<file path="src/rtl/i2s_tdm_fir_mux.sv">
// i2s_tdm_fir_mux
//   Shares one packet-mode FIR interpolator across CHANNELS audio channels.
//   Sink side: a parallel frame from the I2S receiver is serialised into an
//   sop/eop-framed beat stream, channel 0 first. A one-deep pending register
//   absorbs a frame that arrives while the previous one is still going out.
//   Source side: FIR output beats are collected into slots and presented as a
//   parallel frame when a correctly sized frame closes with eop.
//
// Ports
//   AMCLK_i                  audio master clock (only clock)
//   ARST                     synchronous active-high reset
//   in_data_i / in_valid_i   parallel input frame, channel k at [k*IN_W +: IN_W]
//   sink_data_o              beat towards the FIR
//   sink_valid_o/_sop_o/_eop_o  FIR sink framing
//   source_data_i            beat from the FIR (signed, passed through as-is)
//   source_valid_i/_sop_i/_eop_i  FIR source framing
//   out_data_o / out_valid_o reassembled frame and its one-cycle strobe
//   overrun_o                sticky: an input frame was dropped
//   frame_err_o              sticky: a malformed source frame was discarded
module i2s_tdm_fir_mux #(
    parameter int CHANNELS = 2,
    parameter int IN_W     = 16,
    parameter int OUT_W    = 24,
    parameter int SINK_GAP = 1
) (
    input  logic                      AMCLK_i,
    input  logic                      ARST,
    input  logic [CHANNELS*IN_W-1:0]  in_data_i,
    input  logic                      in_valid_i,
    output logic [IN_W-1:0]           sink_data_o,
    output logic                      sink_valid_o,
    output logic                      sink_sop_o,
    output logic                      sink_eop_o,
    input  logic [OUT_W-1:0]          source_data_i,
    input  logic                      source_valid_i,
    input  logic                      source_sop_i,
    input  logic                      source_eop_i,
    output logic [CHANNELS*OUT_W-1:0] out_data_o,
    output logic                      out_valid_o,
    output logic                      overrun_o,
    output logic                      frame_err_o
);

    localparam int IDX_W = (CHANNELS > 1) ? $clog2(CHANNELS) : 1;
    localparam int WI_W  = $clog2(CHANNELS + 1);
    localparam logic [IDX_W-1:0] LAST_IDX = IDX_W'(CHANNELS - 1);
    localparam logic [WI_W-1:0]  LAST_WI  = WI_W'(CHANNELS - 1);
    localparam logic [WI_W-1:0]  NUM_WI   = WI_W'(CHANNELS);
    localparam logic [3:0]       GAP_LAST = 4'((SINK_GAP > 0) ? SINK_GAP - 1 : 0);

    typedef enum logic [1:0] {
        S_IDLE,
        S_SEND,
        S_GAP
    } sink_state_t;

    // ---------------- sink side: frame -> beats ----------------
    sink_state_t               r_state;
    logic [IDX_W-1:0]          r_idx;
    logic [3:0]                r_gap_cnt;
    logic [CHANNELS*IN_W-1:0]  r_send_sr;   // shifts down one channel per beat
    logic [CHANNELS*IN_W-1:0]  r_pend_buf;
    logic                      r_pend_full;
    logic [IN_W-1:0]           r_sink_data;
    logic                      r_sink_valid;
    logic                      r_sink_sop;
    logic                      r_sink_eop;
    logic                      r_overrun;
    logic                      w_direct_take;

    // A strobe is taken straight into the send buffer only when the FSM is idle
    // and has no pending frame of its own to send; otherwise it goes to pending.
    assign w_direct_take = (r_state == S_IDLE) && !r_pend_full;

    always_ff @(posedge AMCLK_i) begin
        if (ARST) begin
            r_state      <= S_IDLE;
            r_idx        <= '0;
            r_gap_cnt    <= '0;
            r_pend_full  <= 1'b0;
            r_sink_data  <= '0;
            r_sink_valid <= 1'b0;
            r_sink_sop   <= 1'b0;
            r_sink_eop   <= 1'b0;
            r_overrun    <= 1'b0;
        end else begin
            r_sink_valid <= 1'b0;
            r_sink_sop   <= 1'b0;
            r_sink_eop   <= 1'b0;

            case (r_state)
                S_IDLE: begin
                    if (r_pend_full) begin
                        r_send_sr   <= r_pend_buf;
                        r_pend_full <= 1'b0;
                        r_idx       <= '0;
                        r_state     <= S_SEND;
                    end else if (in_valid_i) begin
                        r_send_sr <= in_data_i;
                        r_idx     <= '0;
                        r_state   <= S_SEND;
                    end
                end
                S_SEND: begin
                    r_sink_valid <= 1'b1;
                    r_sink_data  <= r_send_sr[IN_W-1:0];
                    r_send_sr    <= r_send_sr >> IN_W;
                    r_sink_sop   <= (r_idx == '0);
                    r_sink_eop   <= (r_idx == LAST_IDX);
                    if (r_idx == LAST_IDX) begin
                        r_gap_cnt <= '0;
                        r_state   <= (SINK_GAP == 0) ? S_IDLE : S_GAP;
                    end else begin
                        r_idx <= r_idx + IDX_W'(1);
                    end
                end
                S_GAP: begin
                    if (r_gap_cnt == GAP_LAST) begin
                        r_state <= S_IDLE;
                    end else begin
                        r_gap_cnt <= r_gap_cnt + 4'd1;
                    end
                end
                default: r_state <= S_IDLE;
            endcase

            // A pending frame being consumed still counts as occupied this cycle.
            if (in_valid_i && !w_direct_take) begin
                if (r_pend_full) begin
                    r_overrun <= 1'b1;
                end else begin
                    r_pend_buf  <= in_data_i;
                    r_pend_full <= 1'b1;
                end
            end
        end
    end

    assign sink_data_o  = r_sink_data;
    assign sink_valid_o = r_sink_valid;
    assign sink_sop_o   = r_sink_sop;
    assign sink_eop_o   = r_sink_eop;
    assign overrun_o    = r_overrun;

    // ---------------- source side: beats -> frame ----------------
    logic [CHANNELS*OUT_W-1:0] r_slots;
    logic [WI_W-1:0]           r_wi;
    logic                      r_in_frame;
    logic [CHANNELS*OUT_W-1:0] r_out_data;
    logic                      r_out_valid;
    logic                      r_frame_err;

    logic signed [OUT_W-1:0]   w_src_beat;
    logic [WI_W-1:0]           w_land;
    logic                      w_accept;
    logic                      w_complete;
    logic                      w_err;
    logic [CHANNELS*OUT_W-1:0] w_frame;

    assign w_src_beat = source_data_i;
    assign w_land     = source_sop_i ? '0 : r_wi;
    assign w_accept   = source_valid_i &&
                        (source_sop_i || (r_in_frame && (r_wi < NUM_WI)));
    assign w_complete = w_accept && source_eop_i && (w_land == LAST_WI);
    assign w_err      = source_valid_i &&
                        ((source_sop_i && r_in_frame) || !w_accept ||
                         (source_eop_i && !w_complete));

    // Frame as it will look once the current beat is written, so the eop beat
    // can be published in the same cycle it arrives.
    always_comb begin
        w_frame = r_slots;
        for (int k = 0; k < CHANNELS; k++) begin
            if (w_land == WI_W'(k)) begin
                w_frame[k*OUT_W +: OUT_W] = w_src_beat;
            end
        end
    end

    always_ff @(posedge AMCLK_i) begin
        for (int k = 0; k < CHANNELS; k++) begin
            if (w_accept && (w_land == WI_W'(k))) begin
                r_slots[k*OUT_W +: OUT_W] <= w_src_beat;
            end
        end
    end

    always_ff @(posedge AMCLK_i) begin
        if (ARST) begin
            r_wi        <= '0;
            r_in_frame  <= 1'b0;
            r_out_data  <= '0;
            r_out_valid <= 1'b0;
            r_frame_err <= 1'b0;
        end else begin
            r_out_valid <= 1'b0;
            if (source_valid_i) begin
                if (w_accept) begin
                    r_wi       <= w_land + WI_W'(1);
                    r_in_frame <= !source_eop_i;
                end else begin
                    r_in_frame <= 1'b0;
                end
            end
            if (w_complete) begin
                r_out_data  <= w_frame;
                r_out_valid <= 1'b1;
            end
            if (w_err) begin
                r_frame_err <= 1'b1;
            end
        end
    end

    assign out_data_o  = r_out_data;
    assign out_valid_o = r_out_valid;
    assign frame_err_o = r_frame_err;

endmodule

</file>
<file path="config.mk">
export PLATFORM = sky130hd
export DESIGN_NAME = i2s_tdm_fir_mux
export DESIGN_NICKNAME = d
export VERILOG_FILES = /design/src/rtl/i2s_tdm_fir_mux.sv
export SDC_FILE = /design/constraint.sdc
export NUM_CORES = 1
export LEC_CHECK = 0
export ABC_AREA = 1
export CAP_MARGIN = 25
export CORE_MARGIN = 5
export CORE_UTILIZATION = 57
export CTS_CLUSTER_SIZE = 25
export DETAILED_ROUTE_END_ITERATION = 10
export PLACE_DENSITY = 0.89
export RECOVER_POWER = 25
export SLEW_MARGIN = 0
export SYNTH_ARGS = -nofsm -noshare
export SYNTH_HDL_FRONTEND = slang
export SYNTH_SLANG_ARGS = --single-unit
export TNS_END_PERCENT = 30
</file>
<file path="constraint.sdc">
create_clock -name AMCLK_i -period 9.1 [get_ports AMCLK_i]
set_clock_uncertainty 0.1 [all_clocks]
set_input_delay 2.73 -clock AMCLK_i [delete_from_list [all_inputs] [get_ports AMCLK_i]]
set_output_delay 2.73 -clock AMCLK_i [all_outputs]
set_load 0.01 [all_outputs]
</file>
* Word-level counts from Yosys, hierarchy flattened
Cells that the tools add are included.
W data, S select, Z words.
** Word-level totals
- Memories :: 0
- Flip-flop bits (word level) :: 193
- Bits in latches :: 0
- Output and inout port bits :: 70
- Bits in writable memories :: 0
- Bits in read-only memories :: 0
- Bits of input ports :: 62
** Operators by class
- Div/mod/pow operators :: 0
- Bitwise logic cells :: 4
- Muxes and demuxes :: 24
- $mul :: 0
- Equal/unequal tests :: 7
- Reductions and logical operators :: 32
- Add/sub/neg operators :: 3
- $lt $le $gt $ge :: 1
- Shifts and indexed selects :: 0
** Operator list (number)
- $mux W32 :: 2
- $pmux W32 S2 :: 1
- $mux W24 :: 2
- $reduce_and A3 Y1 :: 4
- $logic_and A1 B1 Y1 :: 11
- $mux W2 :: 5
- $mux W1 :: 9
- $mux W4 :: 2
- $pmux W4 S2 :: 1
- $ne A2 B2 Y1 const B :: 3
- $pmux W2 S3 :: 1
- $reduce_and A2 Y1 :: 3
- $logic_not A1 Y1 :: 5
- $add A4 B1 Y4 const B :: 1
- $eq A2 B1 Y1 const B :: 2
- $logic_not A2 Y1 :: 2
- $logic_not A4 Y1 :: 1
- $not A1 Y1 :: 4
- $reduce_bool A2 Y1 :: 2
- $logic_or A1 B1 Y1 :: 3
- $ne A3 B3 Y1 const B :: 1
- $add A2 B1 Y2 const B :: 1
- $eq A2 B2 Y1 const B :: 1
- $lt A2 B2 Y1 const B :: 1
- other kinds (3) :: 3

* Logic depth before layout (Yosys ltp)
Gate-level depths: netlist (run 1).
- Word-level depth :: 10
- Gate-level depth with buffers :: 11
- Gate-level depth less buffers :: 9

* Worst setup path before layout (run 1)
No wires, ideal clock.
- Path type :: input -> register
- Start point :: in ARST
- End point :: reg r_send_sr[0] (enable)
- Arrival :: 5.178 ns
- Required time :: 8.539 ns
- Stages :: 2
- Buffers on the path :: 1
- Path slack :: 3.361 ns
- Cells stage by stage :: clkbuf_1 nor3_1
** On the way
- Longest elaborated chain between the ends :: 2
** Ends and longest elaborated chain
- from (decl) :: line 27 : input logic ARST,
- $not A1 Y1 (no source line)
- $reduce_and A3 Y1 (no source line)
- to (signal assigned) :: line 94 : r_send_sr <= r_pend_buf;
- to (signal assigned) :: line 99 : r_send_sr <= in_data_i;
- to (signal assigned) :: line 107 : r_send_sr <= r_send_sr >> IN_W;
- to (decl) :: line 61 : logic [CHANNELS*IN_W-1:0] r_send_sr;
No other way between the ends.
A chain may end at the register's enable or synchronous reset.

* Worst setup path after layout (run 1)
- Start point :: in ARST
- End point :: reg r_pend_buf[7] (enable)
** On the way
- Longest elaborated chain between the ends :: 2
** Ends and longest elaborated chain
- $not A1 Y1 (no source line)
- $reduce_and A3 Y1 (no source line)
- to (signal assigned) :: line 132 : r_pend_buf <= in_data_i;
- to (decl) :: line 62 : logic [CHANNELS*IN_W-1:0] r_pend_buf;
No other way between the ends.

==> flow_summary.ini, run 1 <==
[outcome]
outcome = complete, but fails checks
failed_checks = capacitance limit, slew limit

[drt]
drtIter0Drc = 736
post_drt_wl_per_cell_um = 16.8
drcViolationCount = 0
drt_first_pass_iters = 6
detail-route-antenna-nets = 0
vias = 5933
drt-total-wl_um = 18100
vias_per_cell = 5.51

[logic_synthesis]
yosysSeqAreaShare_pct = 65.2
ys_warn_count = 0
synth_area_leaders = edfxtp_1 44%, dfxtp_1 21%, nand2_1 13%
synth.avg_cell_area_um2 = 9.83
syn_area_mm2 = 0.00765
yosys_most_used_dff = edfxtp_1
synth_most_common_cell = nand2_1
ys_types = 27
synth.largest_area_cell = edfxtp_1
synth_common_cells = 261 x nand2_1, 112 x edfxtp_1, 93 x a21oi_1
syn_inst = 778
synth_nets = 844
synth_edf_count = 112
synth-seq-cells = 193
async_reset_ff_share_pct = 0
synth_top_area_share_pct = 44.0

[final_layout]
syn2layout_area_growth_pct = 25.5
nets = 953
fin_util_pct = 72.8
fill_cells = 851
drive_above_1_share_pct = 7.78

[timing]
max_slew_margin_pct = -93.3
final-hold-violation-count = 0
min_period_over_period_pct = 73.2
report.final.slew_viol_count = 57
fmax_mhz = 150
min_period_ps = 6660
finalWorstSetupSlack_ps = 2440
worst_pin_slew_ps = 2900
setup_violations = 0
tns_ps = 0
rsz0062_at_grt = false

[worst_setup_path]
r2r_cells = 8
worstPathArrival_ps = 6700
end_kind = flop
crit_type = in2reg
start_kind = input port
reg2reg_slack_ps = 5660
r2r_end = out_data_o[18]$_SDFFE_PP0P_
rr_startpoint = r_wi[0]$_SDFFE_PP0P_
required_ps = 9150
cp_max_fo = 56

[floorplanning]
row_count = 42
die_w_um = 126
design.die.area_mm2 = 0.0158
core_mm2 = 0.0132
die_h_um = 126
initial_core_util_pct = 58.0
io_pins = 132

[clocking]
path_clk_slew_ps = 70
root_buffer = clkbuf_16
postCtsSetupBuffers = 0
clkLatencyLatePin_ps = 430
holdBufCountCts = 0
cts_resized = 0
cts_sinks = 193
cts_tree = done
h-tree-depth = 4
clk_path_buf_depth = 2
numCtsBuffers = 17

[hold_path]
hold_start = out_data_o[7]$_SDFFE_PP0P_
hold_class = reg2reg
hold_depth = 2
hold_path_end = out_data_o[7]$_SDFFE_PP0P_

[global_route]
antenna_found_initial = 1
overflow = 0
grt_start_max_net_pins = 74
grt_first_pass_wirelength_um = 28400
grt_pass1_vias = 5594
grtUsageTotal_pct = 22.6

[pwr]
leakage_nw = 3.60
vdd_drop_max_mv = 0.204
power.density_mw_per_mm2 = 207
total_power_mw = 1.99

[place]
dpl.hpwl_um = 11100
port_buffers = 131
routabilityCongestion = 0.774
dp_slack_ps = 2950

[run]
drv_cap = 1
## registers in the layout, indices dropped and copies added (netlist names), 2 cells and up
signal / cells
r_slots: 48
sink_data_o: 16
r_send_sr: 32
r_pend_buf: 32
r_wi: 2
out_data_o: 48
r_state: 2
r_gap_cnt: 4
## power breakdown
group          internal (mW)  leakage (nW)  switching, mW
registers              0.985          1.70         0.0196
clock network          0.414         0.286          0.338
logic                 0.0877          1.62          0.145
total                   1.49          3.60          0.502
## cell usage in the layout, fill, tap and decap left out, drive strengths merged, types with 9 or more instances in the layout
cell type,instances
inv,30
edfxtp,112
dfxtp,81
a21oi,103
buf,9
dlygate4sd3,56
clkdlybuf4s50,73
o21ai,20
nand2,263
clkbuf,18
nand3,52
nor2,65
## how the worst max path moves through the flow
stage                                       end         start  slack, ps
floorplan                r_send_sr[0]$_DFFE_PP_          ARST       3360
global placement    out_data_o[32]$_SDFFE_PP0P_  source_sop_i       3090
detailed placement  out_data_o[33]$_SDFFE_PP0P_  source_sop_i       2950
CTS                 out_data_o[25]$_SDFFE_PP0P_  source_sop_i       3360
global route           r_pend_buf[14]$_DFFE_PP_          ARST       2160
finish                  r_pend_buf[7]$_DFFE_PP_          ARST       2440
## metrics by stage
stage / instance area, um2 / hold WS (ps) / std cells
after floorplan: 7650 / 326 / 778
after global placement: 8950 / 339 / 1042
after detailed placement: 8950 / 349 / 1042
after CTS: 9550 / 359 / 1074
after global routing: 9600 / 375 / 1077
final: 9600 / 362 / 1077
## kinds of logic after synthesis
| kind of cell | Yosys count | share of synthesized area, % |
|---|---|---|
| AO/OA/AOI/OAI | 125 | 8.73 |
| adder cells (fa/ha/maj) | 4 | 0.654 |
| buffers and inverters | 72 | 4.79 |
| flip-flops | 193 | 65.2 |
| AND/OR/NAND/NOR | 384 | 20.7 |
## area by class of cell
class	count	area (um2)	area share, %
flip-flops and latches	193	4980	51.9
repair buffers	139	1390	14.5
diodes	1	2.50	0.0261
multi-input cells	513	2310	24.1
well taps	176	220	2.29
inverters	23	88.8	0.925
clock buffers	17	425	4.43
clock inverters	15	175	1.82
## per-layer routing
layer	wire [um]	share of wire, %	GRT usage, %
met5	0	0	0
met4	393	2.2	8.71
met3	1460	8.1	6.01
met2	9130	51	37.9
met1	7060	39	28.1
## critical path: stages
cell and delay (ps):
buf_2 70, clkbuf_1 2030, inv_1 1180, nand2_1 360, nor2_2 50, buf_4 270
(Power assumes the default switching activity.)
==> run 2: changes to the inputs <==
--- a/config.mk
+++ b/config.mk
@@ -8,10 +8,10 @@
 export ABC_AREA = 1
 export CAP_MARGIN = 25
 export CORE_MARGIN = 5
-export CORE_UTILIZATION = 57
+export CORE_UTILIZATION = 53
 export CTS_CLUSTER_SIZE = 25
 export DETAILED_ROUTE_END_ITERATION = 10
-export PLACE_DENSITY = 0.89
+export PLACE_DENSITY = 0.84
 export RECOVER_POWER = 25
 export SLEW_MARGIN = 0
 export SYNTH_ARGS = -nofsm -noshare
==> constraint.sdc (replaced) <==
create_clock -name AMCLK_i -period 6.9 [get_ports AMCLK_i]
set_clock_uncertainty 0.1 [all_clocks]
set_input_delay 2.07 -clock AMCLK_i [delete_from_list [all_inputs] [get_ports AMCLK_i]]
set_output_delay 2.07 -clock AMCLK_i [all_outputs]
set_load 0.01 [all_outputs]
==> flow_summary.ini, run 2 (same netlist as run 1, synthesis figures left out) <==
[timing]
final-hold-violation-count = 0
setup_violations = 0
rsz0062_at_grt = false
report.final.slew_viol_count = 0
min_period_ps = 4330
worst_pin_slew_ps = 1000
max_slew_margin_pct = 33.3
fmax_mhz = 231
tns_ps = 0
min_period_over_period_pct = 62.7

[drt]
detail-route-antenna-nets = 0
drt-total-wl_um = 17500
drt_first_pass_iters = 5
vias_per_cell = 5.36
drcViolationCount = 0
drtIter0Drc = 604
post_drt_wl_per_cell_um = 16.1
vias = 5828

[worst_setup_path]
start_kind = input port
critical_path.cell_chain = clkdlybuf4s50_1, inv_2, nand2_1, ha_1, nand3_2, inv_4, nand2_4, nand2_1, a21oi_1
crit_family = buffers and inverters
timing.critical_path.buf_inv = 3
required_ps = 7080
end_kind = flop
r2r_cells = 8
critPathMaxStageDelay_ps = 610
crit_type = in2reg
worstPathArrival_ps = 4510
path_depth = 9
cp_max_fo = 73
cp_common_cell = nand2_1
cp_slowest_cell = inv_4

[clocking]
postCtsSetupBuffers = 0
cts_resized = 0
clk_path_buf_depth = 2
numCtsBuffers = 17
cts_sinks = 193
holdBufCountCts = 0
h-tree-depth = 4
root_buffer = clkbuf_16
path_clk_slew_ps = 60
cts_tree = done
clkLatencyLatePin_ps = 430

[final_layout]
drive_above_1_share_pct = 7.98
nets = 955
final_common_cell = nand2_1
layout_common_cells = 261 x nand2_1, 112 x edfxtp_1, 93 x a21oi_1
final_area_mm2 = 0.00964
syn2layout_area_growth_pct = 26.0

[global_route]
overflow = 0
grtUsageTotal_pct = 20.7
antenna_found_initial = 2
grt_start_max_net_pins = 74
grt_first_pass_wirelength_um = 27100
grt_pass1_vias = 5352

[pwr]
power.density_mw_per_mm2 = 275
vdd_drop_max_mv = 0.186
leakage_nw = 3.62

[place]
placed_area_mm2 = 0.00897
dpl.hpwl_um = 10900
port_buffers = 131
routabilityCongestion = 0.802

[floorplanning]
io_pins = 132
initial_core_util_pct = 53.2
die_w_um = 130
design.die.area_mm2 = 0.0169
die_h_um = 130
row_count = 44
core_mm2 = 0.0144

[run]
drv_cap = 0

[hold_path]
hold_class = reg2reg
hold_depth = 2

[outcome]
outcome = finished, final reports clean
## run 2: cell types whose count changed in the layout (fill, tap and decap cells not counted), sizes merged
cell,delta
clkinv,+5
buf,+3
clkinvlp,-2
diode,+1
bufinv,+2
inv,-6
## run 2: worst min-delay path, stage by stage, from the launching register on
cell and delay [ps]:
dfxtp_1 310, nand2_1 60, a21oi_1 50
## run 2: path summary, 6_finish.rpt
kind | start | end | slack (ps)
max | source_sop_i | out_data_o[20]$_SDFFE_PP0P_ | 2570
min | out_data_o[41]$_SDFFE_PP0P_ | out_data_o[41]$_SDFFE_PP0P_ | 360
min reg2reg | out_data_o[41]$_SDFFE_PP0P_ | out_data_o[41]$_SDFFE_PP0P_ | 360
max reg2reg | r_wi[0]$_SDFFE_PP0P_ | out_data_o[20]$_SDFFE_PP0P_ | 4360
## run 2: through the flow
stage               hold slack (ps)  worst slack, ps  utilization, %  cells  power, mW
global placement                345             2180            62.5   1052       1.63
global route                    376             2370            67.1   1088       2.75
CTS                             361             2450            66.8   1084       2.66
finish                          360             2570            67.1   1088       2.65
detailed placement              351             2040            62.5   1052       1.64
floorplan                       326             1820               -    778       1.51
## run 2: routing by layer
layer  up-vias  GRT usage, %  share of wire [%]
met5         -             0                  0
met3        31          4.91                6.5
met2       228          33.9                 50
met1      2745          26.6                 41
li1       2824             -                  -
met4         0          8.13                2.8
## run 2: where the power goes
part           internal [mW]  leakage, nW  switching (mW)
registers               1.30         1.70          0.0236
logic                  0.115         1.63           0.188
clock network          0.606        0.302           0.418
total                   2.02         3.62           0.629
## run 2: cell type report
class / count / area (um2)
Inverter: 23 / 88.8
Fill cell: 1008 / 4730
Tap cell: 184 / 230
Timing Repair Buffer: 141 / 1400
Clock inverter: 14 / 190
Antenna cell: 2 / 5.00
Multi-Input combinational cell: 513 / 2310
Clock buffer: 18 / 429
Sequential cell: 193 / 4980
==> run 3: changes to the inputs <==
==> constraint.sdc (replaced) <==
create_clock -name AMCLK_i -period 4.3 [get_ports AMCLK_i]
set_clock_uncertainty 0.1 [all_clocks]
set_input_delay 1.29 -clock AMCLK_i [delete_from_list [all_inputs] [get_ports AMCLK_i]]
set_output_delay 1.29 -clock AMCLK_i [all_outputs]
set_load 0.01 [all_outputs]
==> flow_summary.ini, run 3 (same netlist as run 1, synthesis figures left out) <==
[drt]
vias = 5736
drt-total-wl_um = 16900
drt_first_pass_iters = 6
detail-route-antenna-nets = 0
vias_per_cell = 5.27
drtIter0Drc = 448
post_drt_wl_per_cell_um = 15.5
drcViolationCount = 0

[worst_setup_path]
crit_family = buffers and inverters
start_kind = input port
cp_max_fo = 49
cp_common_cell = nand2_1
end_kind = flop
critPathMaxStageDelay_ps = 520
timing.critical_path.buf_inv = 3
required_ps = 4480
worstPathArrival_ps = 3360
cp_slowest_cell = clkdlybuf4s50_1
crit_type = in2reg
critical_path.cell_chain = clkdlybuf4s50_1, inv_2, nand2_1, ha_1, nand3_2, inv_4, nand2_4, nand2_1, a21oi_1

[place]
dp_slack_ps = 748
dpl.hpwl_um = 10700
routabilityCongestion = 0.781
placed_area_mm2 = 0.00901
port_buffers = 131

[hold_path]
hold_class = reg2reg

[floorplanning]
initial_core_util_pct = 53.2
io_pins = 132
design.die.area_mm2 = 0.0169
core_mm2 = 0.0144
row_count = 44
die_w_um = 130
die_h_um = 130

[pwr]
power_frac_seq_pct = 51.6
swShare_pct = 26.1
intPower_mw = 3.04
power_frac_clock_pct = 36.7
vdd_drop_max_mv = 0.301
leakage_nw = 3.61
total_power_mw = 4.11
comb_power_share_pct = 11.7
p_sw_mw = 1.07
power.density_mw_per_mm2 = 428

[timing]
min_period_ps = 3180
report.final.slew_viol_count = 0
min_period_over_period_pct = 73.9
rsz0062_at_grt = false
setup_violations = 0
whs_ps = 355
final-hold-violation-count = 0
fmax_mhz = 315
finalWorstSetupSlack_ps = 1120
worst_pin_slew_ps = 983
max_slew_margin_pct = 34.4
tns_ps = 0

[global_route]
overflow = 0
grt_first_pass_wirelength_um = 26700
grt_start_max_net_pins = 56
antenna_found_initial = 0
grt_pass1_vias = 5423
grtUsageTotal_pct = 20.3

[final_layout]
nets = 957
final_common_cell = nand2_1
fill_cells = 1026
num_antenna_cells = 0
final_area_mm2 = 0.00961
drive_above_1_share_pct = 8.30
layout_common_cells = 261 x nand2_1, 112 x edfxtp_1, 93 x a21oi_1
syn2layout_area_growth_pct = 25.6

[clocking]
postCtsSetupBuffers = 0
root_buffer = clkbuf_16
path_clk_slew_ps = 70
cts_resized = 0
numCtsBuffers = 17
clk_path_buf_depth = 2
cts_tree = done
h-tree-depth = 4
clkLatencyLatePin_ps = 440
holdBufCountCts = 0
cts_sinks = 193

[outcome]
outcome = finished, final reports clean

[run]
drv_cap = 0
run 3: cell count changes in the layout (fill, tap and decap cells not counted):
cell        before  now
buf_12           0    1
clkinvlp_4       1    2
buf_4            8   10
diode_2          2    0
clkinv_4         4    2
inv_6            1    4
clkinv_2         3    0
inv_8            0    5
buf_6            1    0
clkbuf_1         1    0
bufinv_16        4    0
clkinv_8         0    1
run 3: power groups by stage:
stage	Combinational (mW)	Clock [mW]	Sequential, mW
2_1_floorplan	0.257	0	2.17
3_3_place_gp	0.469	0	2.16
3_5_place_dp	0.479	0	2.16
4_1_cts	0.484	1.53	2.12
5_1_grt	0.536	1.61	2.13
6_report	0.481	1.51	2.12
run 3: final timing paths:
path / end / startpoint / cells after the start / slack (ps)
setup reg to reg: out_data_o[18]$_SDFFE_PP0P_ / r_wi[0]$_SDFFE_PP0P_ / 8 / 2120
hold / removal: frame_err_o$_SDFFE_PP0P_ / frame_err_o$_SDFFE_PP0P_ / 2 / 350
setup / recovery: out_data_o[18]$_SDFFE_PP0P_ / source_sop_i / 9 / 1120
hold reg to reg: frame_err_o$_SDFFE_PP0P_ / frame_err_o$_SDFFE_PP0P_ / 2 / 350
run 3: final cells by class:
cell class | instances | area [um2] | share of cell area, %
tap | 184 | 230 | 2.40
sequential | 193 | 4980 | 51.9
timing repair buffer | 143 | 1420 | 14.8
multi-input combinational | 513 | 2310 | 24.0
clock inverter | 15 | 144 | 1.50
clock buffer | 17 | 425 | 4.43
inverter | 23 | 88.8 | 0.925
run 3: worst register-to-register path: stages, from the launching register on:
cell and delay (ps):
dfxtp_1 320, inv_1 50, nor2_1 130, ha_1 300, nand3_2 140, inv_4 310
nand2_4 390, nand2_1 200, a21oi_1 90
run 3: routing by layer:
| layer | track usage, % | vias up | part of all wire, % |
|---|---|---|---|
| li1 | - | 2823 | - |
| met1 | 25.5 | 2673 | 40 |
| met2 | 33.9 | 208 | 51 |
| met3 | 4.95 | 32 | 6.2 |
| met4 | 8.13 | 0 | 2.4 |
| met5 | 0 | - | 0 |
run 3: through the flow:
step | utilization, % | instances
final | 66.8 | 1088
after global routing | 66.8 | 1088
after CTS | 66.7 | 1087
after detailed placement | 62.7 | 1055
after global placement | 62.7 | 1055
after floorplan | - | 778
